===== src/rtl/mult_div_pkg.sv =====
// Shared constants and types for the RV32M multiply/divide execution unit.
package mult_div_pkg;

  localparam int unsigned DEF_DATA_W = 32;
  localparam int unsigned DEF_TAG_W  = 6;

  // RV32M funct3 encodings
  localparam logic [2:0] OP_MUL    = 3'b000;
  localparam logic [2:0] OP_MULH   = 3'b001;
  localparam logic [2:0] OP_MULHSU = 3'b010;
  localparam logic [2:0] OP_MULHU  = 3'b011;
  localparam logic [2:0] OP_DIV    = 3'b100;
  localparam logic [2:0] OP_DIVU   = 3'b101;
  localparam logic [2:0] OP_REM    = 3'b110;
  localparam logic [2:0] OP_REMU   = 3'b111;

  // Divide special-case results
  localparam logic [31:0] DIV_ZERO_Q = 32'hFFFF_FFFF;
  localparam logic [31:0] INT_MIN    = 32'h8000_0000;

  typedef enum logic [2:0] {
    StIdle,
    StMul,
    StDiv,
    StFix,
    StDone
  } state_e;

endpackage


===== src/rtl/restoring_divider_core.sv =====
// Unsigned 32-bit restoring divider: one quotient bit per cycle, 32 cycles after start.
module restoring_divider_core (
  input  logic        clk_i,
  input  logic        rst_ni,
  input  logic        start_i,
  input  logic [31:0] dividend_i,
  input  logic [31:0] divisor_i,
  output logic [31:0] quotient_o,
  output logic [31:0] remainder_o,
  output logic        done_o
);

  logic [31:0] quo_q, quo_d;
  logic [31:0] rem_q, rem_d;
  logic [31:0] dsr_q, dsr_d;
  logic [5:0]  cnt_q, cnt_d;
  logic        active_q, active_d;
  logic [32:0] rem_shift;
  logic [32:0] diff;

  // Shift-subtract step; quotient bits shift in where the dividend shifts out
  always_comb begin
    quo_d     = quo_q;
    rem_d     = rem_q;
    dsr_d     = dsr_q;
    cnt_d     = cnt_q;
    active_d  = active_q;
    rem_shift = {rem_q, quo_q[31]};
    diff      = rem_shift - {1'b0, dsr_q};
    if (start_i) begin
      quo_d    = dividend_i;
      rem_d    = '0;
      dsr_d    = divisor_i;
      cnt_d    = '0;
      active_d = 1'b1;
    end else if (active_q) begin
      if (!diff[32]) begin
        rem_d = diff[31:0];
        quo_d = {quo_q[30:0], 1'b1};
      end else begin
        rem_d = rem_shift[31:0];
        quo_d = {quo_q[30:0], 1'b0};
      end
      cnt_d = cnt_q + 6'd1;
      if (cnt_q == 6'd31) begin
        active_d = 1'b0;
      end
    end
  end

  // Iteration state registers
  always_ff @(posedge clk_i or negedge rst_ni) begin
    if (!rst_ni) begin
      quo_q    <= '0;
      rem_q    <= '0;
      dsr_q    <= '0;
      cnt_q    <= '0;
      active_q <= 1'b0;
    end else begin
      quo_q    <= quo_d;
      rem_q    <= rem_d;
      dsr_q    <= dsr_d;
      cnt_q    <= cnt_d;
      active_q <= active_d;
    end
  end

  // Pulses during the final iteration cycle; results are final on the next cycle
  assign done_o      = active_q & (cnt_q == 6'd31);
  assign quotient_o  = quo_q;
  assign remainder_o = rem_q;

endmodule


===== src/rtl/mult_div_exec_unit.sv =====
// RV32M multiply/divide execution stage with a request/grant result port to the CDB.
module mult_div_exec_unit
  import mult_div_pkg::*;
#(
  parameter int unsigned DATA_W  = DEF_DATA_W,
  parameter int unsigned TAG_W   = DEF_TAG_W,
  parameter int unsigned MUL_LAT = 3
) (
  input  logic              clk,
  input  logic              reset,
  input  logic              issueque_ready,
  input  logic [DATA_W-1:0] issueque_rs1_data,
  input  logic [DATA_W-1:0] issueque_rs2_data,
  input  logic [TAG_W-1:0]  issueque_rd_tag,
  input  logic [2:0]        issueque_opcode,
  output logic              issueblk_done,
  output logic              cdb_req,
  input  logic              cdb_grant,
  output logic [DATA_W-1:0] cdb_result_data,
  output logic [TAG_W-1:0]  cdb_result_tag,
  output logic              busy
);

  state_e            state_q, state_d;
  logic [3:0]        cnt_q, cnt_d;
  logic [2:0]        op_q, op_d;
  logic [TAG_W-1:0]  tag_q, tag_d;
  logic [63:0]       prod_q, prod_d;
  logic              q_neg_q, q_neg_d;
  logic              r_neg_q, r_neg_d;
  logic              req_q, req_d;
  logic [DATA_W-1:0] data_q, data_d;
  logic [TAG_W-1:0]  res_tag_q, res_tag_d;

  logic        accept;
  logic        a_signed, b_signed;
  logic [63:0] a_ext, b_ext, prod_full;
  logic        div_signed, is_rem, div_zero, div_ovf;
  logic [31:0] a_mag, b_mag;
  logic        div_start, div_done;
  logic [31:0] div_quo, div_rem, q_fix, r_fix;

  // Reset gates the accept so the station never pops while the unit is held in reset
  assign accept        = issueque_ready & (state_q == StIdle) & reset;
  assign issueblk_done = accept;

  // Multiplier operands sign- or zero-extended per opcode; low 64 bits are exact either way
  assign a_signed  = (issueque_opcode == OP_MULH) | (issueque_opcode == OP_MULHSU);
  assign b_signed  = (issueque_opcode == OP_MULH);
  assign a_ext     = {{32{a_signed & issueque_rs1_data[31]}}, issueque_rs1_data};
  assign b_ext     = {{32{b_signed & issueque_rs2_data[31]}}, issueque_rs2_data};
  assign prod_full = a_ext * b_ext;

  // Divide operand classification at accept
  assign div_signed = ~issueque_opcode[0];
  assign is_rem     = issueque_opcode[1];
  assign div_zero   = (issueque_rs2_data == '0);
  assign div_ovf    = div_signed & (issueque_rs1_data == INT_MIN) & (&issueque_rs2_data);
  assign a_mag      = (div_signed & issueque_rs1_data[31]) ? -issueque_rs1_data
                                                           : issueque_rs1_data;
  assign b_mag      = (div_signed & issueque_rs2_data[31]) ? -issueque_rs2_data
                                                           : issueque_rs2_data;

  restoring_divider_core u_div (
    .clk_i       (clk),
    .rst_ni      (reset),
    .start_i     (div_start),
    .dividend_i  (a_mag),
    .divisor_i   (b_mag),
    .quotient_o  (div_quo),
    .remainder_o (div_rem),
    .done_o      (div_done)
  );

  assign q_fix = q_neg_q ? -div_quo : div_quo;
  assign r_fix = r_neg_q ? -div_rem : div_rem;

  // Next-state logic for the control FSM and registered CDB outputs
  always_comb begin
    state_d   = state_q;
    cnt_d     = cnt_q;
    op_d      = op_q;
    tag_d     = tag_q;
    prod_d    = prod_q;
    q_neg_d   = q_neg_q;
    r_neg_d   = r_neg_q;
    req_d     = req_q;
    data_d    = data_q;
    res_tag_d = res_tag_q;
    div_start = 1'b0;
    case (state_q)
      StIdle: begin
        if (accept) begin
          op_d  = issueque_opcode;
          tag_d = issueque_rd_tag;
          cnt_d = '0;
          if (!issueque_opcode[2]) begin
            prod_d  = prod_full;
            state_d = StMul;
          end else if (div_zero || div_ovf) begin
            if (div_zero) begin
              data_d = is_rem ? issueque_rs1_data : DIV_ZERO_Q;
            end else begin
              data_d = is_rem ? '0 : INT_MIN;
            end
            res_tag_d = issueque_rd_tag;
            req_d     = 1'b1;
            state_d   = StDone;
          end else begin
            q_neg_d   = div_signed & (issueque_rs1_data[31] ^ issueque_rs2_data[31]);
            r_neg_d   = div_signed & issueque_rs1_data[31];
            div_start = 1'b1;
            state_d   = StDiv;
          end
        end
      end
      StMul: begin
        if (cnt_q == 4'(MUL_LAT - 1)) begin
          data_d    = (op_q == OP_MUL) ? prod_q[31:0] : prod_q[63:32];
          res_tag_d = tag_q;
          req_d     = 1'b1;
          state_d   = StDone;
        end else begin
          cnt_d = cnt_q + 4'd1;
        end
      end
      StDiv: begin
        if (div_done) begin
          state_d = StFix;
        end
      end
      StFix: begin
        data_d    = op_q[1] ? r_fix : q_fix;
        res_tag_d = tag_q;
        req_d     = 1'b1;
        state_d   = StDone;
      end
      StDone: begin
        if (cdb_grant) begin
          req_d   = 1'b0;
          state_d = StIdle;
        end
      end
      default: state_d = StIdle;
    endcase
  end

  // State and output registers
  always_ff @(posedge clk or negedge reset) begin
    if (!reset) begin
      state_q   <= StIdle;
      cnt_q     <= '0;
      op_q      <= '0;
      tag_q     <= '0;
      prod_q    <= '0;
      q_neg_q   <= 1'b0;
      r_neg_q   <= 1'b0;
      req_q     <= 1'b0;
      data_q    <= '0;
      res_tag_q <= '0;
    end else begin
      state_q   <= state_d;
      cnt_q     <= cnt_d;
      op_q      <= op_d;
      tag_q     <= tag_d;
      prod_q    <= prod_d;
      q_neg_q   <= q_neg_d;
      r_neg_q   <= r_neg_d;
      req_q     <= req_d;
      data_q    <= data_d;
      res_tag_q <= res_tag_d;
    end
  end

  assign cdb_req         = req_q;
  assign cdb_result_data = data_q;
  assign cdb_result_tag  = res_tag_q;
  assign busy            = (state_q != StIdle);

endmodule

===== config.mk =====
export PLATFORM = sky130hd
export DESIGN_NAME = mult_div_exec_unit
export DESIGN_NICKNAME = d
export VERILOG_FILES = /design/src/rtl/mult_div_pkg.sv /design/src/rtl/restoring_divider_core.sv /design/src/rtl/mult_div_exec_unit.sv
export SDC_FILE = /design/constraint.sdc
export NUM_CORES = 2
export LEC_CHECK = 0
export BUFFER_PORTS_ARGS = -buffer_cell sky130_fd_sc_hd__buf_2
export CAP_MARGIN = 20
export CORE_AREA = 8 8 661 337
export CTS_CLUSTER_SIZE = 10
export DETAILED_ROUTE_END_ITERATION = 6
export DIE_AREA = 0 0 669 345
export HOLD_SLACK_MARGIN = 0.02
export PLACE_DENSITY = 0.48
export SKIP_LAST_GASP = 1
export SLEW_MARGIN = 20
export SYNTH_ARGS = -nofsm -noshare
export SYNTH_HDL_FRONTEND = slang
export SYNTH_SLANG_ARGS = --single-unit

===== constraint.sdc =====
create_clock -name clk -period 6.7 [get_ports clk]
set_input_delay 0.335 -clock clk [delete_from_list [all_inputs] [get_ports clk]]
set_output_delay 0.335 -clock clk [all_outputs]
set_load 0.05 [all_outputs]

==> flow_summary.json <==
{
  "yosysMostFrequentCell": "inv_1",
  "required_ps": 7210,
  "cts_tree": "done",
  "root_buffer": "clkbuf_16",
  "cp_max_fo": 6,
  "wl_um": 207000,
  "cts_sinks": 224,
  "antenna_found_initial": 15,
  "min_period_over_period_pct": 110,
  "synth_seq_cells": 224,
  "clock_skew_ps": 32.3,
  "crit_buf_inv": 9,
  "place_ws_ps": -1900,
  "slowest_stage": "fa_1",
  "h-tree-depth": 1,
  "pin_count": 118,
  "synth_edf_count": 0,
  "port_buffers": 117,
  "worst_pin_slew_ps": 1180,
  "routedWlPerCell_um": 21.9,
  "timing.slew.headroom_pct": 21.5,
  "antenna_left": 0,
  "fp.dieW_um": 669,
  "run_status": "finished, violations left",
  "via_count": 43700,
  "clk_pin_slew_ps": 70,
  "dpl.cell_count": 9314,
  "cp_top_family": "adder cells",
  "avgSynthCellArea_um2": 8.73,
  "critical_path_class": "in2reg",
  "end_kind": "flip-flop",
  "gp_congestion": 0.926,
  "dieArea_um2": 231000,
  "fin_nets": 8033,
  "critPathArrivalTime_ps": 7900,
  "synth_area_leaders": "fa_1, dfrtp_1, inv_1",
  "initial_core_util_pct": 24.9,
  "ys_warn_count": 0,
  "synth_area_um2": 53000,
  "final_cells": 9458,
  "drtPass1Iterations": 5,
  "failed_checks": "setup timing",
  "worst_slack_ps": -685,
  "rsz0062_at_grt": "true",
  "yosysUniqueCellTypes": 84,
  "grt_pass1_wl_um": 307000,
  "drtIter0Drc": 3891,
  "cts.path.max_buffers": 3,
  "synth_top_area_share_pct": 42.5,
  "core_um2": 213000,
  "drcViolationCount": 0,
  "grt-ovfl-total": 0,
  "synthCells": 6068,
  "hold_class": "in2reg",
  "min_period_ps": 7390,
  "maxCapViolations": 0,
  "area_growth_pct": 23.8,
  "yosysTopAreaCell": "fa_1",
  "synth-seq-area-share_pct": 10.6,
  "synth-async-reset-ratio_pct": 100,
  "hold_viol": 0,
  "track_usage_pct": 17.7,
  "synth_nets": 7524,
  "cp_slowest_stage_delay_ps": 540,
  "setup_viol": 38,
  "fmax_ghz": 0.135,
  "critPathLaunchType": "primary input",
  "cp_common_cell": "fa_1",
  "drive_gt1_share_pct": 19.3,
  "grt_max_degree": 153,
  "dieHeight_um": 345,
  "vias_per_cell": 4.62,
  "cts-buffers-inserted": 26,
  "synthTopCellsByCount": "inv_1, fa_1, nand2_1, and2_1, clkbuf_1",
  "clk_latency_ps": 580,
  "synth_ff_type": "dfrtp_1",
  "drv_slew": 0,
  "grt_pass1_vias": 44700,
  "utilization_pct": 30.8,
  "rows": 120,
  "hpwl_um": 174000
}
[placed cells by master (no fill, tap or decap), types with 16 or more instances in the layout]
| cell type | count |
|---|---|
| a21o_1 | 34 |
| a21oi_1 | 162 |
| a21oi_2 | 18 |
| a31oi_1 | 36 |
| and2_1 | 316 |
| and2_4 | 16 |
| buf_12 | 68 |
| buf_2 | 65 |
| buf_4 | 608 |
| buf_6 | 82 |
| buf_8 | 20 |
| clkbuf_16 | 29 |
| dfrtp_1 | 222 |
| fa_1 | 1065 |
| fa_2 | 61 |
| ha_1 | 210 |
| ha_4 | 41 |
| inv_1 | 1189 |
| inv_2 | 58 |
| mux2i_1 | 79 |
| nand2_1 | 985 |
| nand3_1 | 33 |
| nand4_1 | 37 |
| nor2_1 | 184 |
| nor3_1 | 35 |
| o211ai_1 | 24 |
| o21a_1 | 18 |
| o21ai_0 | 215 |
| o21ai_1 | 33 |
| o21bai_1 | 17 |
| o31ai_1 | 39 |
| o41ai_1 | 17 |
| or3_1 | 30 |
| xnor2_1 | 106 |
| xor2_1 | 80 |
[timing repair]
item | CTS | global route
hold endpoints to repair | 85 | 0
gates cloned | 0 | 2
pin swaps | 147 | 187
buffers inserted | 51 | 52
resized for setup | 283 | 301
hold buffers | 8 | 0
setup endpoints to repair | 44 | 44
[cell families after synthesis]
logic type / Yosys count / share of synthesized area, %
simple gates: 1798 / 15.5
buf+inv: 1628 / 11.7
fa+ha+maj: 1379 / 48.5
compound gates: 739 / 8.47
flops: 224 / 10.6
xor+xnor: 210 / 3.50
mux: 90 / 1.73
[path summary, 6_finish.rpt]
path,startpoint,to,slack (ps),cells past startpoint
max,issueque_opcode[1],prod_q[59],-690,28
min,issueque_opcode[0],op_q[0],60,2
max reg2reg,u_div.quotient_o[31],u_div.remainder_o[30],1550,13
min reg2reg,prod_q[0],prod_q[0],480,2
max in group asynchronous,reset,prod_q[20],4930,3
min in group asynchronous,reset,u_div.dsr_q[28],330,2
[layout make-up]
cell class / instances / area, um2
Clock buffer: 31 / 691
Tap cell: 2867 / 3590
Timing Repair Buffer: 857 / 7690
Sequential cell: 224 / 5610
Fill cell: 22500 / 147000
Clock inverter: 1 / 30.0
Multi-Input combinational cell: 4216 / 43300
Antenna cell: 10 / 25.0
Inverter: 1252 / 4710
[metrics by stage]
step	setup TNS [ps]	hold WS (ps)	area [um2]
3_5_place_dp	-60120	368	61600
6_report	-13860	63.6	65600
2_1_floorplan	-11570	39.4	53700
5_1_grt	-20780	60.1	65600
4_1_cts	-9380	27.8	64000
3_3_place_gp	-72960	357	61600
[metal layers]
metal	vias up	share of wire, %	routed length [um]	GRT usage [%]
li1	19400	-	-	-
met1	22400	51	105000	28.8
met2	1815	35	73100	21.6
met3	157	12	25000	6.43
met4	4	1.7	3580	2.77
met5	-	0.035	73	0.400
[flip-flops by register name (all words and copies together) (netlist names), 3 cells and up]
name	cells
tag_q	6
state_q	3
op_q	3
cdb_result_data	32
prod_q	64
u_div.dsr_q	32
u_div.quotient_o	32
u_div.cnt_q	6
u_div.remainder_o	32
cnt_q	4
cdb_result_tag	6
Power is not shown: default switching activity piles up to over one toggle a cycle in this logic, so the estimate is an artifact.
